**config.mk**
```make
export PLATFORM = sky130hd
export DESIGN_NAME = decode_stage
export DESIGN_NICKNAME = d
export VERILOG_FILES = /design/src/rtl/decode_stage_pkg.sv /design/src/rtl/decode_stage_fields.sv /design/src/rtl/decode_stage.sv
export SDC_FILE = /design/constraint.sdc
export NUM_CORES = 1
export LEC_CHECK = 0
export BUFFER_PORTS_ARGS = -buffer_cell sky130_fd_sc_hd__clkbuf_2
export CORE_MARGIN = 2
export CORE_UTILIZATION = 30
export CTS_CLUSTER_DIAMETER = 200
export DETAILED_ROUTE_END_ITERATION = 7
export PLACE_DENSITY_LB_ADDON = 0.2
export RECOVER_POWER = 50
export SETUP_SLACK_MARGIN = 0.3
export SLEW_MARGIN = 10
export SYNTH_ARGS = -nofsm -noshare
export SYNTH_HDL_FRONTEND = slang
export SYNTH_HIERARCHICAL = 1
export SYNTH_SLANG_ARGS = --single-unit
```
**constraint.sdc**
```tcl
create_clock -name clk -period 4.7 [get_ports clk]
set_input_delay 0.235 -clock clk [delete_from_list [all_inputs] [get_ports clk]]
set_output_delay 0.235 -clock clk [all_outputs]
set_load 0.02 [all_outputs]
```
**src/rtl/decode_stage_pkg.sv**
```systemverilog
// Shared definitions for the decode stage: instruction class encodings,
// instruction field bit positions, skid-buffer states and the decoded-entry
// struct carried through the buffer.
package decode_stage_pkg;

  // Widest DATA_W supported; entries carry label/immediate at this width.
  localparam int unsigned MAX_DATA_W = 64;
  localparam int unsigned OPC_W      = 8;
  localparam int unsigned FIELD_W    = 5;

  // Instruction field bit positions.
  localparam int unsigned CLS_HI  = 31;
  localparam int unsigned CLS_LO  = 29;
  localparam int unsigned RA_HI   = 28;
  localparam int unsigned RA_LO   = 24;
  localparam int unsigned RB_HI   = 23;
  localparam int unsigned RB_LO   = 19;
  localparam int unsigned FN_HI   = 18;
  localparam int unsigned FN_LO   = 16;
  localparam int unsigned FN4_LO  = 15;
  localparam int unsigned IMM_HI  = 15;
  localparam int unsigned JL_HI   = 28;
  localparam int unsigned JL_LO   = 3;
  localparam int unsigned JOP_HI  = 2;
  localparam int unsigned BOP_HI  = 23;
  localparam int unsigned BOP_LO  = 22;
  localparam int unsigned BL_HI   = 21;

  typedef enum logic [2:0] {
    CLS_RTYPE  = 3'b000,
    CLS_ITYPE  = 3'b001,
    CLS_STYPE  = 3'b010,
    CLS_JUMP   = 3'b011,
    CLS_BRANCH = 3'b100,
    CLS_RJUMP  = 3'b101,
    CLS_RSVD6  = 3'b110,
    CLS_RSVD7  = 3'b111
  } cls_e;

  typedef enum logic [1:0] {
    ST_EMPTY = 2'd0,
    ST_ONE   = 2'd1,
    ST_FULL  = 2'd2
  } buf_state_e;

  typedef struct packed {
    logic [OPC_W-1:0]      opcode;
    logic [FIELD_W-1:0]    reg1;
    logic [FIELD_W-1:0]    reg2;
    logic [MAX_DATA_W-1:0] label;
    logic [MAX_DATA_W-1:0] immediate;
    logic                  illegal;
  } entry_t;

endpackage

```
**src/rtl/decode_stage_fields.sv**
```systemverilog
// decode_fields: pure combinational class/field extraction.
// Ports: instr (32b instruction), rs_val (register value for the
// register-jump class), ent_c (decoded entry).
// Macro DECODE_ILLEGAL_TRAP_EN: reserved classes 110/111 decode as a trap
// entry (illegal=1, opcode[7:5]=class) instead of an all-zero NOP.
module decode_fields
  import decode_stage_pkg::*;
#(
  parameter int unsigned DATA_W   = 32,
  parameter bit          IMM_SEXT = 1'b1
) (
  input  logic [31:0]       instr,
  input  logic [DATA_W-1:0] rs_val,
  output entry_t            ent_c
);

  logic [2:0]            cls;
  logic [MAX_DATA_W-1:0] imm_ext;

  assign cls = instr[CLS_HI:CLS_LO];

  // Extending to the maximum width then truncating at the output gives the
  // same result as extending straight to DATA_W.
  assign imm_ext = IMM_SEXT ? {{(MAX_DATA_W-16){instr[IMM_HI]}}, instr[IMM_HI:0]}
                            : {{(MAX_DATA_W-16){1'b0}}, instr[IMM_HI:0]};

  always_comb begin
    ent_c = '0;
    case (cls)
      CLS_RTYPE: begin
        ent_c.reg1   = instr[RA_HI:RA_LO];
        ent_c.reg2   = instr[RB_HI:RB_LO];
        ent_c.opcode = {4'b0000, instr[FN_HI:FN4_LO]};
      end
      CLS_ITYPE: begin
        ent_c.reg1      = instr[RA_HI:RA_LO];
        ent_c.opcode    = {cls, 2'b00, instr[FN_HI:FN_LO]};
        ent_c.immediate = imm_ext;
      end
      CLS_STYPE: begin
        ent_c.reg2      = instr[RA_HI:RA_LO];
        ent_c.reg1      = instr[RB_HI:RB_LO];
        ent_c.opcode    = {cls, 2'b00, instr[FN_HI:FN_LO]};
        ent_c.immediate = imm_ext;
      end
      CLS_JUMP: begin
        ent_c.reg1   = 5'd31;
        ent_c.label  = MAX_DATA_W'(instr[JL_HI:JL_LO]);
        ent_c.opcode = {cls, 2'b00, instr[JOP_HI:0]};
      end
      CLS_BRANCH: begin
        ent_c.reg1   = instr[RA_HI:RA_LO];
        ent_c.label  = MAX_DATA_W'(instr[BL_HI:0]);
        ent_c.opcode = {cls, 3'b000, instr[BOP_HI:BOP_LO]};
      end
      CLS_RJUMP: begin
        ent_c.reg1   = instr[RA_HI:RA_LO];
        ent_c.label  = MAX_DATA_W'(rs_val);
        ent_c.opcode = {cls, 2'b00, instr[FN_HI:FN_LO]};
      end
      default: begin
`ifdef DECODE_ILLEGAL_TRAP_EN
        ent_c.opcode  = {cls, 5'b00000};
        ent_c.illegal = 1'b1;
`else
        ent_c = '0;
`endif
      end
    endcase
  end

endmodule

```
**src/rtl/decode_stage.sv**
```systemverilog
// decode_stage: instruction decode with a two-entry skid buffer.
// Ports: clk, rst (async active-high), flush (sync discard), in_valid/
// in_ready/instr/rs_val (input beat), out_valid/out_ready (output
// handshake), opcode/reg1/reg2/label/immediate/illegal (decoded fields),
// illegal_seen (sticky, set when a trap entry is popped).
// DATA_W must lie in 32..64.
// Macro DECODE_ILLEGAL_TRAP_EN: enables trap decode of classes 110/111 and
// the illegal_seen status; otherwise both are tied 0.
module decode_stage
  import decode_stage_pkg::*;
#(
  parameter int unsigned DATA_W   = 32,
  parameter int unsigned REG_W    = 5,
  parameter bit          IMM_SEXT = 1'b1
) (
  input  logic              clk,
  input  logic              rst,
  input  logic              flush,
  input  logic              in_valid,
  output logic              in_ready,
  input  logic [31:0]       instr,
  input  logic [DATA_W-1:0] rs_val,
  output logic              out_valid,
  input  logic              out_ready,
  output logic [7:0]        opcode,
  output logic [REG_W-1:0]  reg1,
  output logic [REG_W-1:0]  reg2,
  output logic [DATA_W-1:0] label,
  output logic [DATA_W-1:0] immediate,
  output logic              illegal,
  output logic              illegal_seen
);

  buf_state_e state_q;
  entry_t     dec_c;
  entry_t     head_q;
  entry_t     skid_q;
  logic       out_valid_q;
  logic       in_ready_q;
  logic       accept_c;
  logic       pop_c;

  decode_fields #(
    .DATA_W   (DATA_W),
    .IMM_SEXT (IMM_SEXT)
  ) u_fields (
    .instr (instr),
    .rs_val(rs_val),
    .ent_c (dec_c)
  );

  assign accept_c = in_valid & in_ready_q;
  assign pop_c    = out_valid_q & out_ready;

  // Buffer FSM: head_q drives the outputs, skid_q catches the beat accepted
  // while the head is stalled. in_ready_q mirrors (state != FULL).
  always_ff @(posedge clk or posedge rst) begin
    if (rst) begin
      state_q     <= ST_EMPTY;
      head_q      <= '0;
      skid_q      <= '0;
      out_valid_q <= 1'b0;
      in_ready_q  <= 1'b1;
    end else if (flush) begin
      state_q     <= ST_EMPTY;
      out_valid_q <= 1'b0;
      in_ready_q  <= 1'b1;
    end else begin
      case (state_q)
        ST_EMPTY: begin
          if (accept_c) begin
            head_q      <= dec_c;
            state_q     <= ST_ONE;
            out_valid_q <= 1'b1;
          end
        end
        ST_ONE: begin
          if (accept_c && pop_c) begin
            head_q <= dec_c;
          end else if (accept_c) begin
            skid_q     <= dec_c;
            state_q    <= ST_FULL;
            in_ready_q <= 1'b0;
          end else if (pop_c) begin
            state_q     <= ST_EMPTY;
            out_valid_q <= 1'b0;
          end
        end
        ST_FULL: begin
          if (pop_c) begin
            head_q     <= skid_q;
            state_q    <= ST_ONE;
            in_ready_q <= 1'b1;
          end
        end
        default: begin
          state_q     <= ST_EMPTY;
          out_valid_q <= 1'b0;
          in_ready_q  <= 1'b1;
        end
      endcase
    end
  end

`ifdef DECODE_ILLEGAL_TRAP_EN
  logic illegal_seen_q;

  // Sticky trap status: set when a trap entry leaves the stage.
  always_ff @(posedge clk or posedge rst) begin
    if (rst) begin
      illegal_seen_q <= 1'b0;
    end else if (flush) begin
      illegal_seen_q <= 1'b0;
    end else if (pop_c && head_q.illegal) begin
      illegal_seen_q <= 1'b1;
    end
  end

  assign illegal_seen = illegal_seen_q;
`else
  assign illegal_seen = 1'b0;
`endif

  assign in_ready  = in_ready_q;
  assign out_valid = out_valid_q;
  assign opcode    = head_q.opcode;
  assign reg1      = REG_W'(head_q.reg1);
  assign reg2      = REG_W'(head_q.reg2);
  assign label     = DATA_W'(head_q.label);
  assign immediate = DATA_W'(head_q.immediate);
  assign illegal   = head_q.illegal;

endmodule

```
==> results.cfg, run 1 <==
[final_layout]
fin_nets = 995
area_growth_pct = 12.1
fillers = 3244
final_util_pct = 34.3
n_antenna_cell = 0
multiInputGateArea_um2 = 4700
ff_latch_area_um2 = 4260
drive_above_1_share_pct = 27.8

[setup_path]
cp-end-kind = flop
path_cells = a21boi_2 > nor3b_4 > buf_4 > mux2_4
rr_endpoint = skid_q[32]
crit_arrival_ns = 3.06
required_ns = 5.02
cp_num_buf_inv = 1
crit_fanout = 25
worstReg2RegStart = state_q[0]
criticalPathCategory = reg -> reg
slowest_delay_ns = 0.89
cp_slowest_cell = nor3b_4
reg2reg_slack_ns = 1.95
crit_path_start_kind = flop
critPathTopFamily = simple AND/OR/NAND/NOR gates
r2r_cells = 4

[outcome]
outcome = finished with violations
violations = capacitance limit, slew limit

[drt]
num_vias = 7353
drc = 0
ant_nets = 0
wl_per_cell_um = 23.0
firstDrtPassIters = 5
wirelength_um = 30900
initialDrtViolationCount = 443
via_per_inst = 5.48

[global_route]
antenna_found_initial = 0
grtUsageTotal_pct = 18.4
grt_max_degree = 171
grt_pass1_vias = 7322
grt_first_pass_wirelength_um = 47500
grt_overflow_total = 0

[sta]
min_period_ns = 2.75
setup_viol = 0
skew_ns = 0.00826
worstMarginPinSlew_ns = 2.50
totalNegativeSetupSlack_ns = 0
fmax_mhz = 364
finalHoldViolCount = 0
slew_headroom_pct = -66.8
rsz0062_at_grt = false
fin_crit_sh_pct = 58.4
drv_slew = 171

[synthesis]
syn_inst = 858
syn_area_um2 = 9710
syn_avg_cell_area_um2 = 11.3
ys.warnings.count = 6

[placed_design]
gp_congestion = 0.778
hpwl_um = 18900
portBuffers = 153

[clocking]
clock_latency_ns = 0.43
cts_max_level = 4
cts_setup_buffers = 0
post_cts_resized = 0
clkTransAtPathRegs_ns = 0.07
hold_buffers = 0
tritoncts = built
cts_root_buf = clkbuf_16
cts_num_sinks = 170
cts_made_buffers = 17
clock_path_buffers = 2

[floorplan]
core_area_um2 = 31700
dieArea_um2 = 33800
io_pins = 155
start_util_pct = 30.6
die_h_um = 184
rows = 65
die-width_um = 184

[min_path]
holdCritPathClass = in -> reg
hold_path_end = state_q[1]
holdPathStages = 2
hp-start = out_ready

[power_and_ir_drop]
p_per_area_nw_per_um2 = 569
leakagePower_nw = 4.98
ir_drop_v = 0.000256

[job]
max_cap_viol_count = 1
==> how the worst max path moves through the flow <==
stage | start | cells past startpoint | endpoint | slack, ns
2_1_floorplan | rst | 1 | illegal | 2.30
4_1_cts | state_q[0] | 4 | skid_q[32] | 1.92
3_3_place_gp | state_q[0] | 4 | skid_q[22] | 1.99
5_1_grt | rst | 3 | state_q[0] | 1.75
6_report | state_q[0] | 4 | skid_q[32] | 1.95
3_5_place_dp | state_q[0] | 4 | skid_q[20] | 1.94
==> metrics by stage <==
step | std cells | worst slack [ns] | total power [mW] | area (µm²) | hold slack [ns]
finish | 1341 | 1.95 | 6.20 | 10900 | 0.130
global route | 1341 | 1.75 | 6.59 | 10900 | 0.141
CTS | 1341 | 1.92 | 6.33 | 11000 | 0.117
detailed placement | 1309 | 1.94 | 4.94 | 10400 | 0.487
global placement | 1309 | 1.99 | 4.91 | 10400 | 0.482
floorplan | 859 | 2.30 | 4.13 | 9710 | 0.341
==> power breakdown <==
part / leakage, nW / switching (mW) / total (mW) / internal, mW
Sequential: 2.12 / 0.393 / 2.49 / 2.10
Clock: 0.274 / 0.657 / 1.36 / 0.703
Combinational: 2.59 / 1.38 / 2.34 / 0.967
==> registers in the layout, summed over array words and instances (netlist names) <==
signal / flops
skid_q: 83
immediate: 32
label: 32
opcode: 8
reg1: 5
reg2: 5
state_q: 2
illegal: 1
in_ready: 1
out_valid: 1
==> cell usage in the layout (no fill, tap or decap), types with 5 or more instances in the layout <==
| master | count |
|---|---|
| mux2_4 | 72 |
| mux2i_1 | 6 |
| inv_6 | 5 |
| dfrtp_1 | 167 |
| mux2_2 | 13 |
| o2bb2ai_1 | 21 |
| clkbuf_16 | 17 |
| clkbuf_2 | 109 |
| and2_1 | 16 |
| a22oi_1 | 110 |
| nand2_1 | 7 |
| a21oi_1 | 89 |
| clkbuf_1 | 43 |
| inv_1 | 5 |
| and3b_1 | 84 |
| nor2_1 | 15 |
| a211oi_1 | 83 |
| buf_4 | 15 |
| and3_1 | 6 |
==> worst register-to-register path, delay by kind of cell (launching register included) <==
family          cells  cell delay (ns)
mux                 1             0.35
buf+inv             1             0.50
simple gates        1             0.89
flops               1             0.62
compound gates      1             0.27
==> layout make-up <==
| cell class | count | area share, % |
|---|---|---|
| clock inverter | 14 | 1.03 |
| inverter | 7 | 0.276 |
| multi-input combinational | 561 | 43.1 |
| clock buffer | 18 | 4.03 |
| sequential | 170 | 39.1 |
| tap | 402 | 4.62 |
| timing repair buffer | 169 | 7.78 |
==> per-layer routing <==
layer | up-vias | wire, µm | GRT usage (%)
li1 | 3386 | - | -
met1 | 3774 | 14800 | 26.5
met2 | 173 | 14400 | 28.5
met3 | 20 | 1240 | 3.23
met4 | 0 | 427 | 4.80
met5 | - | 0 | 0
Power figures use the tool's default switching activity.
==> run 2: changes to the inputs <==
- clock period: 4.7 -> 2.7 ns (I/O delays scaled with it)
==> results.cfg, run 2 (synthesized netlist as in run 1, its figures left out) <==
[job]
max_cap_viol_count = 0

[drt]
num_vias = 7471
via_per_inst = 5.52
ant_nets = 0
wl_per_cell_um = 23.0
drc = 0
wirelength_um = 31100
firstDrtPassIters = 5
initialDrtViolationCount = 507

[global_route]
grtUsageTotal_pct = 18.6
grt_pass1_vias = 7422
grt_overflow_total = 0
grt_first_pass_wirelength_um = 48200
antenna_found_initial = 0
grt_max_degree = 81

[setup_path]
r2r_cells = 4
cp-end-kind = flop
crit_fanout = 36
rr_endpoint = immediate[14]
critPathLaunch = state_q[1]
worstReg2RegStart = state_q[1]
slowest_delay_ns = 0.78
required_ns = 2.99
reg2reg_slack_ns = 0.47
cp_slowest_cell = dfrtp_2
endpoint = immediate[14]
criticalPathCategory = reg -> reg
path_cells = nand2b_4 > buf_4 > a211oi_1 > a22oi_1
crit_arrival_ns = 2.52
crit_path_start_kind = flop

[min_path]
hp-start = out_ready
holdCritPathClass = in -> reg

[final_layout]
fin_nets = 1008
n_antenna_cell = 0
largest-register = skid_q
fin_cells = 1354
largest_reg_flops = 83
layout_common_cells = dfrtp_1, a22oi_1, a21oi_1
area_growth_pct = 14.1
final_common_cell = dfrtp_1
drive_above_1_share_pct = 25.3

[clocking]
cts_root_buf = clkbuf_16
clock_path_buffers = 2
cts_max_level = 4
cts_num_sinks = 170
clock_latency_ns = 0.44
clkTransAtPathRegs_ns = 0.07
cts_made_buffers = 17
tritoncts = built
post_cts_resized = 0

[placed_design]
hpwl_um = 20300
gp_congestion = 0.779
numPlacedInstances = 1321
portBuffers = 153

[sta]
fmax_mhz = 448
drv_slew = 0
finalHoldViolCount = 0
setup_viol = 0
totalNegativeSetupSlack_ns = 0
slew_headroom_pct = 24.0
fin_crit_sh_pct = 82.6
rsz0062_at_grt = false
min_period_ns = 2.23
skew_ns = 0.0116
worstMarginPinSlew_ns = 1.14

[floorplan]
die_h_um = 184
dieArea_um2 = 33800
start_util_pct = 30.6
rows = 65
io_pins = 155
die-width_um = 184
core_area_um2 = 31700

[power_and_ir_drop]
ir_drop_v = 0.000425
leakagePower_nw = 4.98
p_per_area_nw_per_um2 = 995

[outcome]
outcome = finished clean
## run 2: cell count changes in the layout (fill, tap and decap cells not counted), moves of 2 or more
cell and change:
buf_12 +6, buf_4 +5, bufinv_16 +2, clkbuf_1 +32, clkbuf_2 -32, clkbuf_8 +2, clkinv_2 -2, clkinvlp_4 +2
inv_6 -3
## run 2: per-layer routing
layer	up-vias	part of all wire (%)	track usage, %	wire [µm]
met1	3821	50	28.0	15400
li1	3397	-	-	-
met2	216	44	27.0	13700
met3	37	4.3	3.23	1330
met4	0	2.0	5.66	629
met5	-	0	0	0
## run 2: where the power goes
group,internal [mW],total (mW),switching [mW]
Sequential,3.65,4.32,0.670
Combinational,1.69,4.13,2.44
Clock,1.45,2.57,1.12
Total,6.78,11.0,4.23
## run 2: layout make-up
cell class / count / area [µm²]
flip-flops and latches: 170 / 4260
clock buffers: 20 / 467
inverters: 7 / 27.5
well taps: 402 / 503
fillers: 3203 / 20600
multi-input cells: 561 / 4700
repair buffers: 182 / 982
clock inverters: 12 / 139
## run 2: timing repair
action | 4_1_cts | 5_1_grt
hold endpoints to repair | 14 | 0
hold buffers | 1 | 0
setup buffers | 0 | 0
## run 2: metrics by stage
stage	hold WS [ns]	utilization, %	worst slack (ns)	power (mW)	area [µm²]
after global placement	0.167	33.3	0.566	8.64	10600
after global routing	0.0735	34.9	0.307	11.7	11100
after floorplan	0.241	-	0.397	7.19	9710
after CTS	0.0439	35.3	0.508	11.3	11200
final	0.0582	34.9	0.470	11.0	11100
after detailed placement	0.162	33.3	0.517	8.67	10600
## run 2: worst min-delay path by stage
stage                 endpoint  slack, ns  cells past startpoint
floorplan           state_q[1]       0.24                      1
global placement       reg2[4]       0.17                      2
detailed placement     reg2[4]       0.16                      2
CTS                 state_q[1]       0.04                      2
global route        state_q[1]       0.07                      2
finish              state_q[1]       0.06                      2
## run 2: worst max-delay path: cells and delay by family (launching register included)
kind	cells	cell delay, ns
buf+inv	1	0.37
compound gates	2	0.54
flops	1	0.78
simple gates	1	0.38
==> run 3: changes to the inputs <==
- clock period: 2.7 -> 2.3 ns (I/O delays scaled with it)
==> results.cfg, run 3 (synthesized netlist as in run 1, its figures left out) <==
[clocking]
cts_made_buffers = 17
cts_num_sinks = 170
tritoncts = built
clock_latency_ns = 0.43
cts_root_buf = clkbuf_16
clock_path_buffers = 2
cts_max_level = 4
clkTransAtPathRegs_ns = 0.08

[job]
max_cap_viol_count = 0

[global_route]
grt_pass1_vias = 7487
grt_first_pass_wirelength_um = 48500
antenna_found_initial = 0
grt_max_degree = 58
grtUsageTotal_pct = 18.7
grt_overflow_total = 0

[final_layout]
final_util_pct = 35.6
fin_nets = 1027
final_common_cell = dfrtp_1
layout_common_cells = dfrtp_1, a22oi_1, a21oi_1
drive_above_1_share_pct = 25.6
fin_cells = 1373
fillers = 3280
area_growth_pct = 16.4
largest_reg_flops = 83
largest-register = skid_q
n_antenna_cell = 0

[floorplan]
dieArea_um2 = 33800
core_area_um2 = 31700
die-width_um = 184
io_pins = 155
rows = 65
start_util_pct = 30.6
die_h_um = 184

[setup_path]
cp_num_buf_inv = 1
crit_fanout = 27
crit_arrival_ns = 2.32
path_cells = clkbuf_1 > and3b_1 > a211oi_1 > a22oi_1
slowest_delay_ns = 0.51
crit_path_start_kind = flop
cp_slowest_cell = clkbuf_1
criticalPathCategory = reg -> reg
critPathTopFamily = buffers and inverters
required_ns = 2.58
cp-end-kind = flop

[sta]
skew_ns = 0.0159
setup_viol = 0
rsz0062_at_grt = false
slew_headroom_pct = 23.8
worstMarginPinSlew_ns = 1.14
fin_crit_sh_pct = 88.4
fmax_mhz = 492
drv_slew = 0
finalHoldViolCount = 0
hold_ws_ns = 0.101
min_period_ns = 2.03
totalNegativeSetupSlack_ns = 0

[power_and_ir_drop]
leakagePower_nw = 5.08
ir_drop_v = 0.000486
p_per_area_nw_per_um2 = 1160
total_power_mw = 13.1

[drt]
drc = 0
via_per_inst = 5.48
num_vias = 7523
ant_nets = 0
initialDrtViolationCount = 529
wirelength_um = 32000
firstDrtPassIters = 5
wl_per_cell_um = 23.3

[placed_design]
numPlacedInstances = 1332
portBuffers = 153
gp_congestion = 0.779
hpwl_um = 20300

[outcome]
outcome = finished clean

[min_path]
holdCritPathClass = in -> reg
[run 3: cell count changes in the layout (fill, tap and decap cells not counted), sizes merged]
| cell | previous run | this run |
|---|---|---|
| a21o | 3 | 4 |
| buf | 27 | 41 |
| bufinv | 2 | 1 |
| clkbuf | 174 | 173 |
| clkinvlp | 5 | 3 |
| dlygate4sd3 | 1 | 3 |
| inv | 8 | 14 |
[run 3: per-layer routing]
metal	part of all wire (%)	GRT usage, %	vias to the layer above	wire, µm
li1	-	-	3449	-
met1	49	27.3	3867	15700
met2	46	28.7	184	14600
met3	3.8	3.13	23	1210
met4	1.6	4.86	0	507
met5	0	0	-	0
[run 3: final timing paths]
path,start,to,slack (ns),cells after the start
worst max-delay path,state_q[1],opcode[6],0.27,4
min in group asynchronous,rst,label[10],0.39,3
worst max register to register,state_q[1],opcode[6],0.27,4
worst min-delay path,rs_val[27],skid_q[92],0.10,3
worst min register to register,skid_q[66],skid_q[66],0.50,1
max in group asynchronous,rst,label[18],0.75,4
[run 3: layout make-up]
class / count / area (µm²) / share of cell area [%]
Multi-Input combinational cell: 562 / 4730 / 41.8
Sequential cell: 170 / 4260 / 37.7
Timing Repair Buffer: 200 / 1160 / 10.3
Tap cell: 402 / 503 / 4.45
Clock buffer: 17 / 425 / 3.77
Clock inverter: 15 / 195 / 1.73
Inverter: 7 / 27.5 / 0.244
[run 3: metrics by stage]
| stage | worst slack, ns | cell area, µm² |
|---|---|---|
| 2_1_floorplan | 0.0171 | 9710 |
| 3_3_place_gp | 0.324 | 10700 |
| 3_5_place_dp | 0.257 | 10700 |
| 4_1_cts | 0.303 | 11300 |
| 5_1_grt | 0.192 | 11300 |
| 6_report | 0.266 | 11300 |
[run 3: repair_timing]
action | in CTS | in global routing
endpoints found under the setup margin | 83 | 103
buffers inserted | 1 | 3
pin swaps | 2 | 0
cloned | 1 | 1
resized for setup | 1 | 6
endpoints found under the hold margin | 15 | 0
hold buffers | 3 | 0
[run 3: power breakdown]
group / switching (mW) / total (mW) / internal [mW]
sequential: 0.759 / 5.04 / 4.28
combinational: 2.93 / 4.95 / 2.02
clock: 1.47 / 3.05 / 1.58
[run 3: worst reg2reg max path, cell delays in order, from the launching register on]
cell      delay (ns)
dfrtp_2         0.50
clkbuf_1        0.51
and3b_1         0.39
a211oi_1        0.36
a22oi_1         0.12
